File: src/rtl/tile_hit_judge_if.sv
// Lane/game-side bus of the tile hit judge: game controls, lane buttons,
// judge-row tile flags in; score strobe and miss/life bookkeeping out.
interface tile_hit_judge_if #(
  parameter int LANES = 4
);
  logic             startn;
  logic [5:0]       current_state;
  logic [LANES-1:0] keyn;
  logic [LANES-1:0] zone;
  logic             zone_exit;
  logic             increment;
  logic             miss;
  logic [1:0]       lives;
  logic             game_over;

  modport master (
    output startn, current_state, keyn, zone, zone_exit,
    input  increment, miss, lives, game_over
  );

  modport slave (
    input  startn, current_state, keyn, zone, zone_exit,
    output increment, miss, lives, game_over
  );
endinterface

File: src/rtl/tile_hit_judge.sv
// Tile hit judge: synchronises lane buttons, judges presses against the
// judge row, queues hits and emits two increment-high cycles per hit.
module tile_hit_judge #(
  parameter int         LANES      = 4,
  parameter logic [5:0] PLAY_STATE = 6'd2,
  parameter int         LIVES      = 3
) (
  input logic              clock,
  input logic              resetn,
  tile_hit_judge_if.slave  bus
);
  // Wide enough for pending + a full chord without overflow before saturating.
  localparam int CW = $clog2(LANES + 1) + 3;

  typedef enum logic [1:0] {P_IDLE, P_HI1, P_HI2} pulse_e;

  pulse_e           r_state, w_state_nxt;
  logic [LANES-1:0] r_k1, r_k2, r_k3;
  logic [LANES-1:0] r_hit_done;
  logic [2:0]       r_pending;
  logic [1:0]       r_lives;
  logic             r_game_over;
  logic             r_miss;

  logic             w_clr, w_active, w_miss_ev, w_dec;
  logic [LANES-1:0] w_press, w_open, w_hit, w_wrong, w_missed;
  logic [CW-1:0]    w_nhits, w_pend_sum;
  logic [2:0]       w_pend_nxt;

  assign w_clr    = !resetn | (!bus.startn & (bus.current_state == 6'd0));
  assign w_press  = r_k3 & ~r_k2;
  assign w_active = (bus.current_state == PLAY_STATE) & !r_game_over;
  assign w_open   = bus.zone & ~r_hit_done;
  assign w_hit    = w_active ? (w_press & w_open) : '0;
  assign w_wrong  = w_active ? (w_press & ~w_open) : '0;
  // A lane hit in the exit cycle is credited, so it cannot also miss.
  assign w_missed = (w_active & bus.zone_exit) ? (w_open & ~w_press) : '0;
  assign w_miss_ev = (|w_wrong) | (|w_missed);
  assign w_dec    = (r_state == P_HI2);

  // Count hits this cycle.
  always_comb begin
    w_nhits = '0;
    for (int i = 0; i < LANES; i++) w_nhits = w_nhits + CW'(w_hit[i]);
  end

  // Net pending update; w_dec only fires with pending >= 1, so no underflow.
  assign w_pend_sum = CW'(r_pending) + w_nhits - CW'(w_dec);
  assign w_pend_nxt = (w_pend_sum > CW'(7)) ? 3'd7 : w_pend_sum[2:0];

  // Pulse FSM next state: two high cycles then at least one low per hit.
  always_comb begin
    w_state_nxt = r_state;
    case (r_state)
      P_IDLE:  if (r_pending != 3'd0) w_state_nxt = P_HI1;
      P_HI1:   w_state_nxt = P_HI2;
      P_HI2:   w_state_nxt = P_IDLE;
      default: w_state_nxt = P_IDLE;
    endcase
  end

  // Pulse FSM state register; a clear discards any pulse in flight.
  always_ff @(posedge clock) begin
    if (w_clr) r_state <= P_IDLE;
    else       r_state <= w_state_nxt;
  end

  // Two-flop synchroniser plus edge flop; idle level is released (ones).
  always_ff @(posedge clock) begin
    if (w_clr) begin
      r_k1 <= '1;
      r_k2 <= '1;
      r_k3 <= '1;
    end else begin
      r_k1 <= bus.keyn;
      r_k2 <= r_k1;
      r_k3 <= r_k2;
    end
  end

  // Judge bookkeeping: per-lane hit flags, hit queue, miss pulse and lives.
  always_ff @(posedge clock) begin
    if (w_clr) begin
      r_hit_done  <= '0;
      r_pending   <= 3'd0;
      r_lives     <= 2'(LIVES);
      r_game_over <= 1'b0;
      r_miss      <= 1'b0;
    end else begin
      r_hit_done <= (w_active & bus.zone_exit) ? '0 : (r_hit_done | w_hit);
      r_pending  <= w_pend_nxt;
      r_miss     <= w_miss_ev;
      if (w_miss_ev && (r_lives != 2'd0)) begin
        r_lives <= r_lives - 2'd1;
        if (r_lives == 2'd1) r_game_over <= 1'b1;
      end
    end
  end

  assign bus.increment = (r_state != P_IDLE);
  assign bus.miss      = r_miss;
  assign bus.lives     = r_lives;
  assign bus.game_over = r_game_over;
endmodule

File: src/flat_wrapper.sv
// flat-port wrapper written by rule: the top's interface ports become plain ports
module tile_hit_judge_flat 
#(
  parameter int         LANES      = 4,
  parameter logic [5:0] PLAY_STATE = 6'd2,
  parameter int         LIVES      = 3
)
  (clock, resetn, bus_startn, bus_current_state, bus_keyn, bus_zone, bus_zone_exit, bus_increment, bus_miss, bus_lives, bus_game_over);
  tile_hit_judge_if #(.LANES(LANES)) bus_i ();
  input logic clock;
  input logic resetn;
  input wire logic [$bits(bus_i.startn)-1:0] bus_startn;
  input wire logic [$bits(bus_i.current_state)-1:0] bus_current_state;
  input wire logic [$bits(bus_i.keyn)-1:0] bus_keyn;
  input wire logic [$bits(bus_i.zone)-1:0] bus_zone;
  input wire logic [$bits(bus_i.zone_exit)-1:0] bus_zone_exit;
  output wire logic [$bits(bus_i.increment)-1:0] bus_increment;
  output wire logic [$bits(bus_i.miss)-1:0] bus_miss;
  output wire logic [$bits(bus_i.lives)-1:0] bus_lives;
  output wire logic [$bits(bus_i.game_over)-1:0] bus_game_over;
  assign bus_i.startn = bus_startn;
  assign bus_i.current_state = bus_current_state;
  assign bus_i.keyn = bus_keyn;
  assign bus_i.zone = bus_zone;
  assign bus_i.zone_exit = bus_zone_exit;
  assign bus_increment = bus_i.increment;
  assign bus_miss = bus_i.miss;
  assign bus_lives = bus_i.lives;
  assign bus_game_over = bus_i.game_over;
  tile_hit_judge #(.LANES(LANES), .PLAY_STATE(PLAY_STATE), .LIVES(LIVES)) u_core (.clock(clock), .resetn(resetn), .bus(bus_i));
endmodule
File: config.mk
export PLATFORM = sky130hd
export DESIGN_NAME = tile_hit_judge_flat
export DESIGN_NICKNAME = d
export VERILOG_FILES = /design/src/rtl/tile_hit_judge_if.sv /design/src/rtl/tile_hit_judge.sv /design/src/flat_wrapper.sv
export SDC_FILE = /design/constraint.sdc
export NUM_CORES = 1
export LEC_CHECK = 0
export CAP_MARGIN = 20
export CORE_MARGIN = 1.5
export CORE_UTILIZATION = 50
export DETAILED_ROUTE_END_ITERATION = 10
export DONT_BUFFER_PORTS = 1
export MAX_ROUTING_LAYER = met4
export PLACE_DENSITY_LB_ADDON = 0.25
export SETUP_SLACK_MARGIN = 0.05
export SYNTH_ARGS = -nofsm -noshare
export SYNTH_HDL_FRONTEND = slang
export SYNTH_SLANG_ARGS = --single-unit
File: constraint.sdc
create_clock -name clock -period 5.7 [get_ports clock]
set_clock_uncertainty 0.15 [all_clocks]
set_input_delay 1.14 -clock clock [delete_from_list [all_inputs] [get_ports clock]]
set_output_delay 1.14 -clock clock [all_outputs]
set_load 0.1 [all_outputs]
==> results of run 1 <==
## power breakdown
part,switching (mW),total (mW),internal [mW]
Sequential,0.00906,0.196,0.187
Combinational,0.0761,0.128,0.0523
Clock,0.0522,0.0790,0.0269
Total,0.137,0.404,0.267
## cells by family after synthesis
family	Yosys count	share of synthesized area
and+or+nand+nor	58	0.2660
xor gates and xnor gates	3	0.02031
buffers and inverters	18	0.05319
AOI/OAI and AO/OA	21	0.1267
adders and majority gates	14	0.1470
DFF	25	0.3868
## flip-flops by register name, indices dropped and copies added, names as in the netlist
name,flops
u_core.r_hit_done,4
u_core.r_k1,4
u_core.r_k2,4
u_core.r_k3,4
u_core.r_pending,3
u_core.bus.lives,2
u_core.r_state,2
u_core.bus.game_over,1
u_core.bus.miss,1
## final timing paths
kind,startpoint,end,slack (ps)
min reg2reg,u_core.r_k1[2],u_core.r_k2[2],270
min,u_core.r_k1[2],u_core.r_k2[2],270
max reg2reg,u_core.bus.game_over,u_core.r_pending[1],1550
max,u_core.bus.game_over,u_core.r_pending[1],1550
## metrics by stage
stage	utilization	cells	instance area, um^2	power (mW)	hold WS (ps)
finish	0.5510	171	1353	0.4039	273.5
global route	0.5510	171	1353	0.4340	289.8
CTS	0.5510	171	1353	0.4098	278.4
detailed placement	0.5387	167	1323	0.3301	245.9
global placement	0.5387	167	1323	0.3248	238.6
floorplan	-	139	1294	0.3095	234.6
## final cells by class
cell class,instances,share of cell area
multi-input cells,96,0.5356
flip-flops and latches,25,0.3700
inverters,16,0.04440
well taps,30,0.02775
clock inverters,1,0.005550
clock buffers,3,0.01665
## routing by layer
| metal | GRT usage | part of all wire | vias to the layer above |
|---|---|---|---|
| li1 | - | - | 466 |
| met1 | 0.1948 | 0.42 | 418 |
| met2 | 0.3089 | 0.52 | 12 |
| met3 | 0.03056 | 0.042 | 5 |
| met4 | 0.08974 | 0.021 | 0 |
| met5 | - | 0 | - |
## cell usage in the layout (no fill, tap or decap), types with 2 or more instances in the layout
cell	instances
nand3b_1	2
nand2b_1	9
ha_1	12
fa_1	2
nor2_1	8
nand2_1	11
nor3_1	5
a31oi_1	4
or2b_1	7
a21oi_1	4
xnor2_1	2
clkbuf_4	3
nor2b_2	3
o22ai_1	2
o21ai_0	2
nor2b_1	2
dfxtp_1	25
inv_1	16
==> flow_metrics.env, run 1 <==
export IMPL_ys_types=40
export IMPL_path_clk_slew_ps=130
export IMPL_power_leakage_nw=0.5753
export IMPL_area_growth_pct=4.546
export IMPL_synth_common_cells="dfxtp_1 (25), inv_1 (16), ha_1 (12)"
export IMPL_outcome="complete, no violations"
export IMPL_htree_levels=1
export IMPL_synth_edf_count=0
export IMPL_grt_overflow_total=0
export IMPL_cts_resized=0
export IMPL_fin_crit_sh=0.7278
export IMPL_drt_wl_total_mm=2.104
export IMPL_period_minus_slack_ps=4149
export IMPL_cts_max_path_buffers=2
export IMPL_yosysTopAreaCell="dfxtp_1"
export IMPL_syn_nets=171
export IMPL_path_cells="nor4b_2 -> and2_1 -> nand3b_1 -> ha_1 -> inv_1 -> fa_1 -> ha_1 -> inv_1 -> fa_1 -> nor2b_1 -> nor3_2 -> xnor2_1 -> o31ai_2 -> a21oi_1"
export IMPL_tightest_slew_ps=999.5
export IMPL_dieArea_um2=2901
export IMPL_n_fill_cell=238
export IMPL_crit_cells=14
export IMPL_end_kind="flip-flop"
export IMPL_port_buffers=0
export IMPL_worstHoldPathType="reg2reg"
export IMPL_ys_ff_latch=25
export IMPL_wl_per_cell_um=12.30
export IMPL_grt_pass1_vias=879
export IMPL_dp_hpwl_mm=1.732
export IMPL_grt_max_degree=17
export IMPL_cp_top_family="adder cells"
export IMPL_cp_num_buf_inv=2
export IMPL_synth_flop_cell="dfxtp_1"
export IMPL_vias=901
export IMPL_cts_hold_buf=0
export IMPL_grt_pass1_wl_mm=3.608
export IMPL_netlist_area_um2=1294
export IMPL_drive_above_1_share=0.1206
export IMPL_insertion_delay_ps=320
export IMPL_synth_area_leaders="dfxtp_1 (39%), ha_1 (12%), inv_1 (4.6%), nand2b_1 (4.4%), or2b_1 (4.1%)"
export IMPL_peakVddDrop_mv=0.2090
export IMPL_postRouteAntennaNets=0
export IMPL_timing_slew_headroom=0.3327
export IMPL_finalWorstSetupSlack_ps=1551
export IMPL_setup_violations=0
export IMPL_yosysWarnings=0
export IMPL_core_area_um2=2455
export IMPL_die_h_um=53.87
export IMPL_die_width_um=53.87
export IMPL_maxCapViolCount=0
export IMPL_nets=174
export IMPL_p_per_area_nw_per_um2=298.6
export IMPL_cts_tree="yes"
export IMPL_grtUsageTotal=0.1782
export IMPL_regArea_um2=500.5
export IMPL_diodes=0
export IMPL_synth_avg_cell_area_um2=9.307
export IMPL_ys_async_sr_fraction=0
export IMPL_critPathMaxStageDelay_ps=680
export IMPL_synth_yosys_seq_area_share=0.3868
export IMPL_crit_arrival_ps=4220
export IMPL_cts_setup_buffers=0
export IMPL_viasPerCell=5.269
export IMPL_critical_path_class="reg2reg"
export IMPL_cp_start_kind="flip-flop"
export IMPL_rsz0062_at_grt="false"
export IMPL_post_place_ws_ps=1180
export IMPL_setup_tns_ps=0
export IMPL_rows=18
export IMPL_synth_most_common_cell="dfxtp_1"
export IMPL_io_pins=23
export IMPL_multi_input_area_um2=724.4
export IMPL_drtIter0Drc=11
export IMPL_routabilityCongestion=0.7688
export IMPL_critPathRequiredTime_ps=5770
export IMPL_cts_sinks=25
export IMPL_fmax_mhz=241.0
export IMPL_synth_top_area_frac=0.3868
export IMPL_synth_cells=139
export IMPL_cp_slowest_cell="dfxtp_1"
export IMPL_cts_buffers=3
export IMPL_whs_path_depth=1
export IMPL_rr_worst_depth=14
export IMPL_initial_utilization=0.5270
export IMPL_antenna_found_initial=0
export IMPL_drtPass1Iterations=4
export IMPL_cts_root_buffer="clkbuf_4"
export IMPL_hold_viol=0
export IMPL_drc=0
export IMPL_path_max_fanout=11
export IMPL_drv_slew=0
Note: power is estimated with default switching activity, not from simulation.
==> run 2, diff against run 1 <==
==> constraint.sdc (replaced) <==
create_clock -name clock -period 3.7 [get_ports clock]
set_clock_uncertainty 0.15 [all_clocks]
set_input_delay 0.74 -clock clock [delete_from_list [all_inputs] [get_ports clock]]
set_output_delay 0.74 -clock clock [all_outputs]
set_load 0.1 [all_outputs]
==> run 2 against run 1 <==
  * Via count increased by 3.3%
  * Flip-flop and latch count unchanged
  * Critical path depth unchanged
  * Routed wire length increased by 1.4%
  * Non-clock buffer count increased by 4
  * Clock power increased by 58%
  * Core utilization increased by 2.1 points
  * Count of clock-buffer cells in the layout unchanged
  * Register-to-register slack got worse by 1200 ps
==> flow_metrics.env, run 2 (synthesis results as in run 1) <==
export IMPL_die_h_um=53.87
export IMPL_path_max_fanout=8
export IMPL_cts_max_path_buffers=2
export IMPL_crit_arrival_ps=3440
export IMPL_dp_cells=171
export IMPL_power_leakage_nw=0.5998
export IMPL_period_minus_slack_ps=3372
export IMPL_htree_levels=1
export IMPL_grt_pass1_wl_mm=3.650
export IMPL_cp_slowest_cell="fa_1"
export IMPL_fmax_mhz=296.5
export IMPL_hold_viol=0
export IMPL_stdcell_count=175
export IMPL_cts_tree="yes"
export IMPL_drtIter0Drc=12
export IMPL_drv_slew=0
export IMPL_critPathRequiredTime_ps=3770
export IMPL_end_kind="flip-flop"
export IMPL_pwr_share_seq=0.476
export IMPL_cts_root_buffer="clkbuf_4"
export IMPL_p_per_area_nw_per_um2=449.7
export IMPL_rows=18
export IMPL_critical_path_class="in2reg"
export IMPL_p_sw_frac=0.3464
export IMPL_power_mw=0.6319
export IMPL_finalWorstSetupSlack_ps=327.6
export IMPL_timing_slew_headroom=0.3829
export IMPL_drtPass1Iterations=4
export IMPL_initial_utilization=0.5270
export IMPL_drive_above_1_share=0.1793
export IMPL_antenna_found_initial=0
export IMPL_path_cells="nor4b_4 -> and2_4 -> nand3b_1 -> ha_1 -> inv_1 -> fa_1 -> ha_2 -> inv_1 -> fa_2 -> nor2b_1 -> nor3_2 -> xnor2_1 -> o31ai_2 -> a21oi_1"
export IMPL_maxCapViolCount=0
export IMPL_tightest_slew_ps=924.4
export IMPL_wl_per_cell_um=12.19
export IMPL_nets=178
export IMPL_fin_crit_sh=0.9115
export IMPL_critPathMaxStageDelay_ps=510
export IMPL_cts_hold_buf=0
export IMPL_viasPerCell=5.320
export IMPL_outcome="complete, no violations"
export IMPL_multi_input_area_um2=745.7
export IMPL_die_width_um=53.87
export IMPL_utilization=0.5724
export IMPL_cp_start_kind="input pin"
export IMPL_vias=931
export IMPL_port_buffers=0
export IMPL_core_area_um2=2455
export IMPL_drc=0
export IMPL_routabilityCongestion=0.8273
export IMPL_regArea_um2=501.7
export IMPL_rsz0062_at_grt="false"
export IMPL_drt_wl_total_mm=2.134
export IMPL_switching_power_mw=0.2189
export IMPL_post_place_ws_ps=-9.258
export IMPL_worstHoldPathType="reg2reg"
export IMPL_cts_buffers=3
export IMPL_insertion_delay_ps=320
export IMPL_grt_pass1_vias=889
export IMPL_path_clk_slew_ps=140
export IMPL_grt_overflow_total=0
export IMPL_area_growth_pct=8.608
export IMPL_p_clk_frac=0.197
export IMPL_grtUsageTotal=0.1796
export IMPL_dieArea_um2=2901
export IMPL_n_fill_cell=236
export IMPL_cts_resized=0
export IMPL_p_int_mw=0.4130
export IMPL_cp_num_buf_inv=2
export IMPL_cts_sinks=25
export IMPL_cp_top_family="adder cells"
export IMPL_final_common_cell="dfxtp_1"
export IMPL_grt_max_degree=17
export IMPL_final_cell_mix="dfxtp_1 (24), inv_1 (16), nand2_1 (11), ha_1 (11), nand2b_1 (9)"
export IMPL_cts_setup_buffers=0
export IMPL_diodes=0
export IMPL_postRouteAntennaNets=0
export IMPL_setup_violations=0
export IMPL_power_frac_comb=0.327
export IMPL_crit_top_cell="inv_1"
export IMPL_peakVddDrop_mv=0.2959
export IMPL_dp_hpwl_mm=1.737
export IMPL_io_pins=23
run 2: cell types whose count changed in the layout (fill, tap and decap cells not counted):
cell / change
nor3_2: +1
nor4b_2: -1
ha_1: -1
nor3_1: -1
fa_2: +1
and2_4: +1
and2_1: -1
dfxtp_2: +1
buf_4: +4
nor4b_4: +1
fa_1: -1
dfxtp_1: -1
ha_2: +1
run 2: power groups by stage:
stage                     clock (mW)  sequential (mW)  combinational (mW)
after floorplan                    0            0.305               0.174
after global placement             0            0.306               0.198
after detailed placement           0            0.307               0.207
after CTS                      0.130            0.301               0.209
after global routing           0.142            0.303               0.237
final                          0.125            0.301               0.207
run 2: final cells by class:
type,instances,share of cell area
tap,30,0.02671
sequential,25,0.3571
timing repair buffer,4,0.02137
clock inverter,1,0.005343
multi-input combinational,96,0.5307
clock buffer,3,0.01603
inverter,16,0.04274
run 2: final timing paths:
path | start | end | slack, ps | cells past startpoint
max | bus_current_state[5] | u_core.r_pending[1] | 330 | 14
min | u_core.r_k1[2] | u_core.r_k2[2] | 280 | 1
max reg2reg | u_core.bus.game_over | u_core.r_pending[1] | 360 | 14
min reg2reg | u_core.r_k1[2] | u_core.r_k2[2] | 280 | 1
run 2: layer usage:
| layer | wire (um) | up-vias | GRT usage |
|---|---|---|---|
| li1 | - | 476 | - |
| met1 | 1024 | 427 | 0.2383 |
| met2 | 943 | 24 | 0.2663 |
| met3 | 145 | 4 | 0.04444 |
| met4 | 21 | 0 | 0.05983 |
| met5 | 0 | - | - |
run 2: through the flow:
stage	cell area, um^2	TNS (ps)	hold WS (ps)
finish	1405	0	276.6
global route	1405	0	289.8
CTS	1405	0	280.8
detailed placement	1375	-19.25	248.3
global placement	1375	0	236.6
floorplan	1323	0	234.6
==> run 3, diff against run 2 <==
--- a/config.mk
+++ b/config.mk
@@ -5,7 +5,6 @@
 export SDC_FILE = /design/constraint.sdc
 export NUM_CORES = 1
 export LEC_CHECK = 0
-export CAP_MARGIN = 20
 export CORE_MARGIN = 1.5
 export CORE_UTILIZATION = 50
 export DETAILED_ROUTE_END_ITERATION = 10
==> results of run 3 <==
The final DEF is identical to that of run 2; final timing and power are the same.
